`src/rtl/bitwise_logic_unit.sv`:
```
// bitwise_logic_unit
// Registered two-operand bitwise unit with a valid/ready handshake on both
// sides. A transaction is either a single plain beat or a multi-beat
// reduction that folds a stream of operands into one accumulator value.
// Each result carries zero/all-ones flags and a saturating beat count.
//
// state | meaning
// ------+---------------------------------------------------------------
// IDLE  | waiting for the first beat of a transaction
// ACCUM | reduction in progress; acc_reg holds the partial result
module bitwise_logic_unit #(
    parameter int WIDTH = 20,
    parameter int CNT_W = 8
) (
    input  logic             clk,
    input  logic             rst_n,
    input  logic             in_valid,
    output logic             in_ready,
    input  logic [2:0]       op,
    input  logic             acc,
    input  logic             last,
    input  logic [WIDTH-1:0] i0,
    input  logic [WIDTH-1:0] i1,
    output logic             out_valid,
    input  logic             out_ready,
    output logic [WIDTH-1:0] s,
    output logic             zero,
    output logic             ones,
    output logic [CNT_W-1:0] beats
);

    typedef enum logic {
        IDLE  = 1'b0,
        ACCUM = 1'b1
    } state_t;

    localparam logic [WIDTH-1:0] ALL_ONES = {WIDTH{1'b1}};
    localparam logic [CNT_W-1:0] CNT_ONE  = CNT_W'(1);
    localparam logic [CNT_W-1:0] CNT_MAX  = {CNT_W{1'b1}};

    state_t           state, state_nxt;
    logic [WIDTH-1:0] acc_reg, acc_nxt;
    logic [CNT_W-1:0] cnt, cnt_nxt;
    logic [2:0]       op_q, op_nxt;

    logic             accept;
    logic             load;
    logic [WIDTH-1:0] load_val;
    logic [CNT_W-1:0] load_beats;
    logic [WIDTH-1:0] f_first;
    logic [WIDTH-1:0] f_fold;

    function automatic logic [WIDTH-1:0] bit_fn(
        input logic [2:0]       sel,
        input logic [WIDTH-1:0] a,
        input logic [WIDTH-1:0] b
    );
        logic [WIDTH-1:0] r;
        case (sel)
            3'b000:  r = a & b;
            3'b001:  r = a | b;
            3'b010:  r = a ^ b;
            3'b011:  r = ~(a | b);
            3'b100:  r = ~(a & b);
            3'b101:  r = ~(a ^ b);
            3'b110:  r = a & ~b;
            default: r = a;
        endcase
        return r;
    endfunction

    // Accept whenever the output slot is free or being drained this cycle;
    // reset forces ready low so nothing is taken while rst_n is asserted.
    assign in_ready = rst_n && (!out_valid || out_ready);
    assign accept   = in_valid && in_ready;

    // First beat uses the live op and both operands; later beats fold i0
    // into the accumulator using the op captured at the start.
    assign f_first = bit_fn(op, i0, i1);
    assign f_fold  = bit_fn(op_q, acc_reg, i0);

    // State, accumulator and counter registers.
    always_ff @(posedge clk) begin
        if (!rst_n) begin
            state   <= IDLE;
            acc_reg <= '0;
            cnt     <= '0;
            op_q    <= 3'b000;
        end else begin
            state   <= state_nxt;
            acc_reg <= acc_nxt;
            cnt     <= cnt_nxt;
            op_q    <= op_nxt;
        end
    end

    // Next-state logic and output-register load request.
    always_comb begin
        state_nxt  = state;
        acc_nxt    = acc_reg;
        cnt_nxt    = cnt;
        op_nxt     = op_q;
        load       = 1'b0;
        load_val   = '0;
        load_beats = '0;
        case (state)
            IDLE: begin
                if (accept) begin
                    if (acc && !last) begin
                        op_nxt    = op;
                        acc_nxt   = f_first;
                        cnt_nxt   = CNT_ONE;
                        state_nxt = ACCUM;
                    end else begin
                        // Plain op and single-beat reduction are the same thing.
                        load       = 1'b1;
                        load_val   = f_first;
                        load_beats = CNT_ONE;
                    end
                end
            end
            ACCUM: begin
                if (accept) begin
                    acc_nxt = f_fold;
                    cnt_nxt = (cnt == CNT_MAX) ? cnt : cnt + CNT_ONE;
                    if (last) begin
                        load       = 1'b1;
                        load_val   = f_fold;
                        load_beats = cnt_nxt;
                        state_nxt  = IDLE;
                    end
                end
            end
            default: state_nxt = IDLE;
        endcase
    end

    // Output register: a load wins over a drain in the same cycle, and the
    // flags are derived from the loaded value so they stay aligned with s.
    always_ff @(posedge clk) begin
        if (!rst_n) begin
            out_valid <= 1'b0;
            s         <= '0;
            zero      <= 1'b0;
            ones      <= 1'b0;
            beats     <= '0;
        end else if (load) begin
            out_valid <= 1'b1;
            s         <= load_val;
            zero      <= (load_val == '0);
            ones      <= (load_val == ALL_ONES);
            beats     <= load_beats;
        end else if (out_ready) begin
            out_valid <= 1'b0;
        end
    end

endmodule

```
`config.mk`:
```
export PLATFORM = sky130hd
export DESIGN_NAME = bitwise_logic_unit
export DESIGN_NICKNAME = d
export VERILOG_FILES = /design/src/rtl/bitwise_logic_unit.sv
export SDC_FILE = /design/constraint.sdc
export NUM_CORES = 1
export LEC_CHECK = 0
export ABC_AREA = 1
export CAP_MARGIN = 20
export CORE_MARGIN = 2
export CORE_UTILIZATION = 28
export DETAILED_ROUTE_END_ITERATION = 8
export PLACE_DENSITY = 0.44
export SYNTH_ARGS = -nofsm -noshare
export SYNTH_HDL_FRONTEND = slang
export SYNTH_SLANG_ARGS = --single-unit
```
`constraint.sdc`:
```
create_clock -name clk -period 5.1 [get_ports clk]
set_input_delay 0.51 -clock clk [delete_from_list [all_inputs] [get_ports clk]]
set_output_delay 0.51 -clock clk [all_outputs]
set_load 0.02 [all_outputs]
```
# Word-level counts from Yosys, hierarchy flattened
# Cells that the tools add are included.
classes:
  n_addsub: 1
  eq_ne: 17
  muxes: 33
  bitwise: 17
  n_reduce_logical: 12
op_table:
  columns: ["operator", "n"]
  rows:
  - ["20-bit case mux with 7 select lines", 2]
  - ["20-bit NOT", 8]
  - ["20-bit two-way mux", 7]
  - ["20-bit bitwise AND", 4]
  - ["20-bit case mux with 2 select lines", 2]
  - ["8-bit two-way mux", 6]
  - ["20-bit OR", 2]
  - ["20-bit XOR", 2]
  - ["8-bit case mux with 2 select lines", 2]
  - ["20-bit equality test (second input constant)", 1]
  - ["20-bit zero test", 1]
  - ["3-bit equality test (second input constant)", 6]
  - ["3-bit by 2-bit equality test with 1-bit output (second input constant)", 4]
  - ["1-bit two-way mux", 12]
  - ["8-bit by 1-bit adder with 8-bit output (second input constant)", 1]
  - ["8-bit equality test (second input constant)", 1]
  - ["3-bit by 1-bit equality test with 1-bit output (second input constant)", 2]
  - ["3-bit zero test", 2]
  - ["3-bit AND reduction", 2]
  - ["2-bit inequality test (second input constant)", 2]
  - ["1-bit case mux with 2 select lines", 2]
  - ["1-bit logical AND", 3]
  - ["1-bit zero test", 2]
  - ["2-bit by 1-bit inequality test with 1-bit output (second input constant)", 1]
  - ["other kinds (3)", 3]
word_totals:
  register_bits: 63
  wordCells: 89

# Longest topological paths before layout
logic_depth:
  ltp_word: 7
  ltp_mapped: 16
  ltp_nobuf: 16

# Worst setup path before layout
# No wires, ideal clock.
synth_timing:
  path_type: "in2reg"
  start: "input port rst_n"
  end: "register ones"
  setup_ns: 0.065
  arrival_time_ns: 1.914
  slack_ns: 3.121
  cell_stages: 15
  path_buffers: 3
  cell_sequence: "buf_6 > inv_4 > buf_6 > nor2_4 > nand2_2 > nor3_4 > buf_6 > nand3_1 > nand2_1 > nand2_1 > nor2_1 > nand3_1 > nor2_1 > nor2_1 > nor2_1"
synth_between:
  elab_chain_len: 5
  word_cells_on_any_way: 9
synth_lines:
  columns: ["element", "line_no", "text"]
  rows:
  - ["start, declared", "16", "input logic rst_n,"]
  - ["1-bit logical AND (*)", "74", "assign in_ready = rst_n && (!out_valid || out_ready);"]
  - ["named net in_ready", "18", "output logic in_ready,"]
  - ["1-bit logical AND (*)", "75", "assign accept = in_valid && in_ready;"]
  - ["20-bit two-way mux, on equally long branches", "123, 108", null]
  - ["20-bit case mux with 2 select lines", "106", "case (state)"]
  - ["20-bit equality test", "151", "ones <= (load_val == ALL_ONES);"]
  - ["end signal, assigned", "151", null]
  - ["end, declared", "28", "output logic ones,"]
# The timed path passes the listed nets; every way through them passes the cells marked *.
# A chain may end at the register's enable or synchronous reset.

# Worst setup path after layout
layout_timing:
  start: "input port op[1]"
  end: "register ones"
layout_between:
  elab_chain_len: 6
  word_cells_on_any_way: 12
layout_lines:
  columns: ["element", "line_no", "text"]
  rows:
  - ["start, declared", "19", "input logic [2:0] op,"]
  - ["3-bit equality test (tied with other cells)", "59", "case (sel)"]
  - ["20-bit case mux with 7 select lines (*)", "59", null]
  - ["20-bit two-way mux (*)", "109", "if (acc && !last) begin"]
  - ["20-bit two-way mux (*)", "108", "if (accept) begin"]
  - ["20-bit case mux with 2 select lines (*)", "106", null]
  - ["20-bit equality test (*)", "151", null]
# Every way passes the cells marked *; elsewhere a longest branch is shown, timed or not.

==> reports/metrics.cfg <==
[run_status]
status = finished, final reports clean

[global_route]
overflow = 0
antenna_found_initial = 0
grt_pass1_vias = 8246
grtUsageTotal = 0.192
grt_max_degree = 59
grt_pass1_wl_mm = 45.7

[synthesis]
synth-seq-area-share = 0.157
synth_seq_cells = 63
synth_area_leader_cell = ha_1
synthTopCellsByArea = ha_1 (19%), dfxtp_1 (16%), nand2_1 (14%), nand3_1 (10%), inv_1 (8.2%)
synth_edf_count = 0
synth_top_area_frac = 0.189
yosysWarnings = 0
synth_flop_cell = dfxtp_1
synthCells = 1307
syn_nets = 1477
ys_types = 36
async_flop_share = 0
synth_common_cells = nand2_1 (307), inv_1 (176), nand3_1 (165)
synth_area_um2 = 8020
synth_most_common_cell = nand2_1
synth.avg_cell_area_um2 = 6.13

[pwr]
cellLeakagePower_uw = 0.00471
p_per_area_nw_per_um2 = 181
irDropWorstVdd_mv = 0.114

[drt]
wl_met2_mm = 13.7
drt-met1-wl_mm = 12.9
drt_wl_total_mm = 28.3
drc_errors = 0
wl_per_cell_um = 16.4
ant_nets = 0
detail_route.first_pass.iterations = 5
wl_met3_um = 972
initialDrtViolationCount = 586
viasPerCell = 4.77
top_layer = met4
vias = 8212

[die]
dieArea_um2 = 30000
die_w_um = 173
io_pins = 81
rows = 61
start_util = 0.286
core_area_um2 = 28000
die_h_um = 173

[timing]
relSlewSlack = 0.284
post-route-period-util = 0.635
finClkSkew_ps = 8.03
hold_viol = 0
max_freq_mhz = 309
rsz0062_at_grt = false
finalCriticalPeriod_ps = 3240
final.setup.tns_ps = 0
setup_violations = 0
hold_ws_ps = 464
tightest_slew_ps = 1070
slew_viol_final = 0

[layout]
fin_area_um2 = 9350
antenna_cells = 0
utilization = 0.334
synthToLayoutAreaGrowth_pct = 16.7
fin_nets = 1508
layout-drive-gt1-share = 0.0558

[critical_path]
crit_slowest_cell = clkdlybuf4s50_1
path_buf_inv = 3
startpoint_type = input port
path_cells = clkdlybuf4s50_1 > buf_4 > inv_1 > nand3_1 > o21ai_0 > nor2_1 > nand2_1 > nand3_1 > nand2_1 > nand2_1 > nor2_1 > nand2_1 > nor2_1 > nor2_1 > nor2_1
rr_worst_depth = 15
crit_arrival_ps = 3520
endpoint_kind = flop
path_common_cell = nor2_1
cp_top_family = simple AND/OR/NAND/NOR gates
worst-path-stages = 15
worstSetupPathType = input port to flop
max_stage_delay_ps = 800
r2r_slack_ps = 1900
crit_required_ps = 5380
crit_fanout = 19

[clock_network]
cts_buffers = 9
postCtsSetupRepairBufs = 0
cts_root_buf = clkbuf_16
max-clock-path-buffers = 2
ctsHtreeMaxLevel = 3
clk-insertion-delay-late_ps = 350
cts.sinks = 63
postCtsHoldBufs = 0
cts-resized-gates = 0
cts.clk_slew.worst_paths_ps = 60
cts_tree = yes

[placement]
dpl.hpwl_mm = 20.0
place.gp.congestion = 0.816
postPlaceCellArea_um2 = 9000
portBuffers = 80

[min_path]
holdPathStages = 2
hp-class = flop to flop

[job]
drv_cap = 0

-- final cells by class --
type,instances,area (um2)
Fill cell,3108,18700
Multi-Input combinational cell,985,5660
Sequential cell,63,1260
Timing Repair Buffer,96,941
Inverter,183,689
Tap cell,378,473
Clock buffer,9,225
Clock inverter,7,103
-- per-stage QoR --
stage	instances	worst slack, ps	total power, uW
2_1_floorplan	1307	3120	827
3_3_place_gp	1704	1500	1000
3_5_place_dp	1704	1470	1000
4_1_cts	1720	1820	1720
5_1_grt	1721	1460	1800
6_report	1721	1860	1690
-- cell usage in the layout, fill, tap and decap left out, types with 43 or more instances in the layout --
| cell type | n |
|---|---|
| nand2_1 | 307 |
| inv_1 | 175 |
| nand3_1 | 165 |
| ha_1 | 121 |
| nor2_1 | 114 |
| clkdlybuf4s50_1 | 80 |
| a21oi_1 | 67 |
| nand4_1 | 63 |
| dfxtp_1 | 63 |
| o21ai_0 | 43 |
-- worst min-delay path, delay by kind of cell (launching register included) --
kind | cells | cell delay [ps]
flip-flops | 1 | 310
AO/OA/AOI/OAI | 1 | 60
AND/OR/NAND/NOR | 1 | 60
-- cell families (layout without fill, tap and decap cells) --
group	count (synthesis)	after routing	share of synthesized area
AND/OR/NAND/NOR	721	721	0.417
adder cells (fa/ha/maj)	121	121	0.189
AO/OA/AOI/OAI	138	138	0.0943
multiplexers	1	1	0.00125
flip-flops	63	63	0.157
XOR/XNOR	4	4	0.00437
buffers and inverters	259	295	0.137
-- where the power goes --
group	internal [uW]	switching, uW
clock	434	270
sequential	508	13.0
combinational	162	306
-- routing by layer --
metal  up-vias  track usage
li1       4302            -
met1      3726        0.242
met2       152        0.340
met3        32       0.0281
met4         0       0.0498
met5         -            0
-- final timing paths --
check | end | from
worst min-delay path | beats[7] | beats[7]
worst max-delay path | ones | op[1]
worst max register to register | ones | op_q[1]
worst min register to register | beats[7] | beats[7]
(Power assumes the default switching activity.)
==> RTL change, RTL diff (same settings) <==
Change the parameter `WIDTH` from 20 to 10.
--- a/src/rtl/bitwise_logic_unit.sv
+++ b/src/rtl/bitwise_logic_unit.sv
@@ -9,7 +9,7 @@
 // IDLE  | waiting for the first beat of a transaction
 // ACCUM | reduction in progress; acc_reg holds the partial result
 module bitwise_logic_unit #(
-    parameter int WIDTH = 20,
+    parameter int WIDTH = 10,
     parameter int CNT_W = 8
 ) (
     input  logic             clk,
Interface: changed (resized i0, i1 and s); port bits go from 81 to 51. No check against the original RTL was run, so the function may have changed too.
==> RTL change against the unedited design <==
Combinational power is 48% lower. Critical path depth is 3 lower. Sequential cell count is 20 lower. Area after synthesis is 41% lower. Largest power group is now registers. First-iteration DRC count is 46% lower. Die area is 41% lower. Clock power is 50% lower. Non-clock buffer count is 40 lower. Highest routed layer unchanged. Setup slack better by 96 ps. Final area is 41% lower. Routed wire length is 48% lower. Synthesized cell count is 42% lower. Power is 44% lower. Register-to-register slack better by 700 ps.
==> RTL change: results (changes against the unedited design) <==
critical path's slowest cell=nor2_2 (was clkdlybuf4s50_1); largest net degree at the start of global routing=30 (was 59); net count of the finished layout=880 (was 1,508); vias in the first global route=4,569 (was 8,246); routed wire length=14.7 mm (was 28.3 mm); clk_skew=6.08 ps (was 8.03 ps); Crit path largest cell delay=510 ps (was 800 ps); Port Buffers=50 (was 80); initial drt markers=317 (was 586); Skew-Pair Late Insertion Delay=290 ps (was 350 ps); H-Tree Depth=2 (was 3); layout cells sized above 1=0.0556 (was 0.0558); DP HPWL=11.2 mm (was 20.0 mm); CP Max Fanout=25 (was 19); worst slack, placed=1570 ps (was 1470 ps); Total Routing Usage GR=0.168 (was 0.192); status=complete, no violations (unchanged); worst relative slew slack=0.383 (was 0.284); worst path arrival time=3360 ps (was 3520 ps); Synth area leaders=dfxtp_1, ha_1, nand2_1, nand3_1, inv_1 (was ha_1, dfxtp_1, nand2_1, nand3_1, inv_1); Static Leak=0.00275 uW (was 0.00471 uW); routability cong.=0.823 (was 0.816); Ys Warns=0 (unchanged); global-route wire length before repair=24.1 mm (was 45.7 mm); vias per inst=4.76 (was 4.77); Synthesized Nets=851 (was 1,477); top cells by count, synth=nand2_1, inv_1, nand3_1, nor2_1, ha_1 (was nand2_1, inv_1, nand3_1, ha_1, nor2_1); CTS Buf Count=5 (was 9); ys flop type=dfxtp_1 (unchanged); Peak VDD IR=0.000104 V (was 0.000114 V); antenna violations before repair=0 (unchanged)
[RTL change: layout make-up]
type	count	area, sq um
Inverter	117	442
Tap cell	220	275
Sequential cell	43	861
Clock buffer	7	153
Clock inverter	1	7.51
Multi-Input combinational cell	567	3190
Fill cell	1829	11000
Timing Repair Buffer	56	546
[RTL change: per-stage QoR]
stage	std cells	util
2_1_floorplan	761	-
3_5_place_dp	1003	0.323
3_3_place_gp	1003	0.323
4_1_cts	1011	0.333
5_1_grt	1011	0.333
6_report	1011	0.333
[RTL change: cells by family after synthesis]
group	synth area share
simple gates	0.430
buf+inv	0.138
compound gates	0.0849
fa+ha+maj	0.162
flops	0.183
xor+xnor	0.00186
[RTL change: power by group]
part           switching, uW  leakage (uW)  internal, uW
registers               8.59      0.000348           345
clock network            146     0.0000761           209
logic                    155       0.00233          87.0
[RTL change: routing by layer]
layer	up-vias	GRT usage	part of all wire
li1	2494	-	-
met1	2205	0.243	0.51
met2	99	0.253	0.43
met3	19	0.0270	0.040
met4	0	0.0520	0.020
met5	-	0	0
[RTL change: worst paths after layout]
| kind | startpoint | to | slack [ps] | cells past startpoint |
|---|---|---|---|---|
| worst max-delay path | rst_n | ones | 1960 | 12 |
| worst max register to register | op_q[1] | ones | 2600 | 12 |
| worst min register to register | beats[5] | beats[5] | 470 | 2 |
| worst min-delay path | beats[5] | beats[5] | 470 | 2 |
[RTL change: critical path, delay by kind of cell]
family / cells / cell delay, ps
AO/OA/AOI/OAI: 1 / 120
buffers and inverters: 3 / 980
AND/OR/NAND/NOR: 8 / 1730
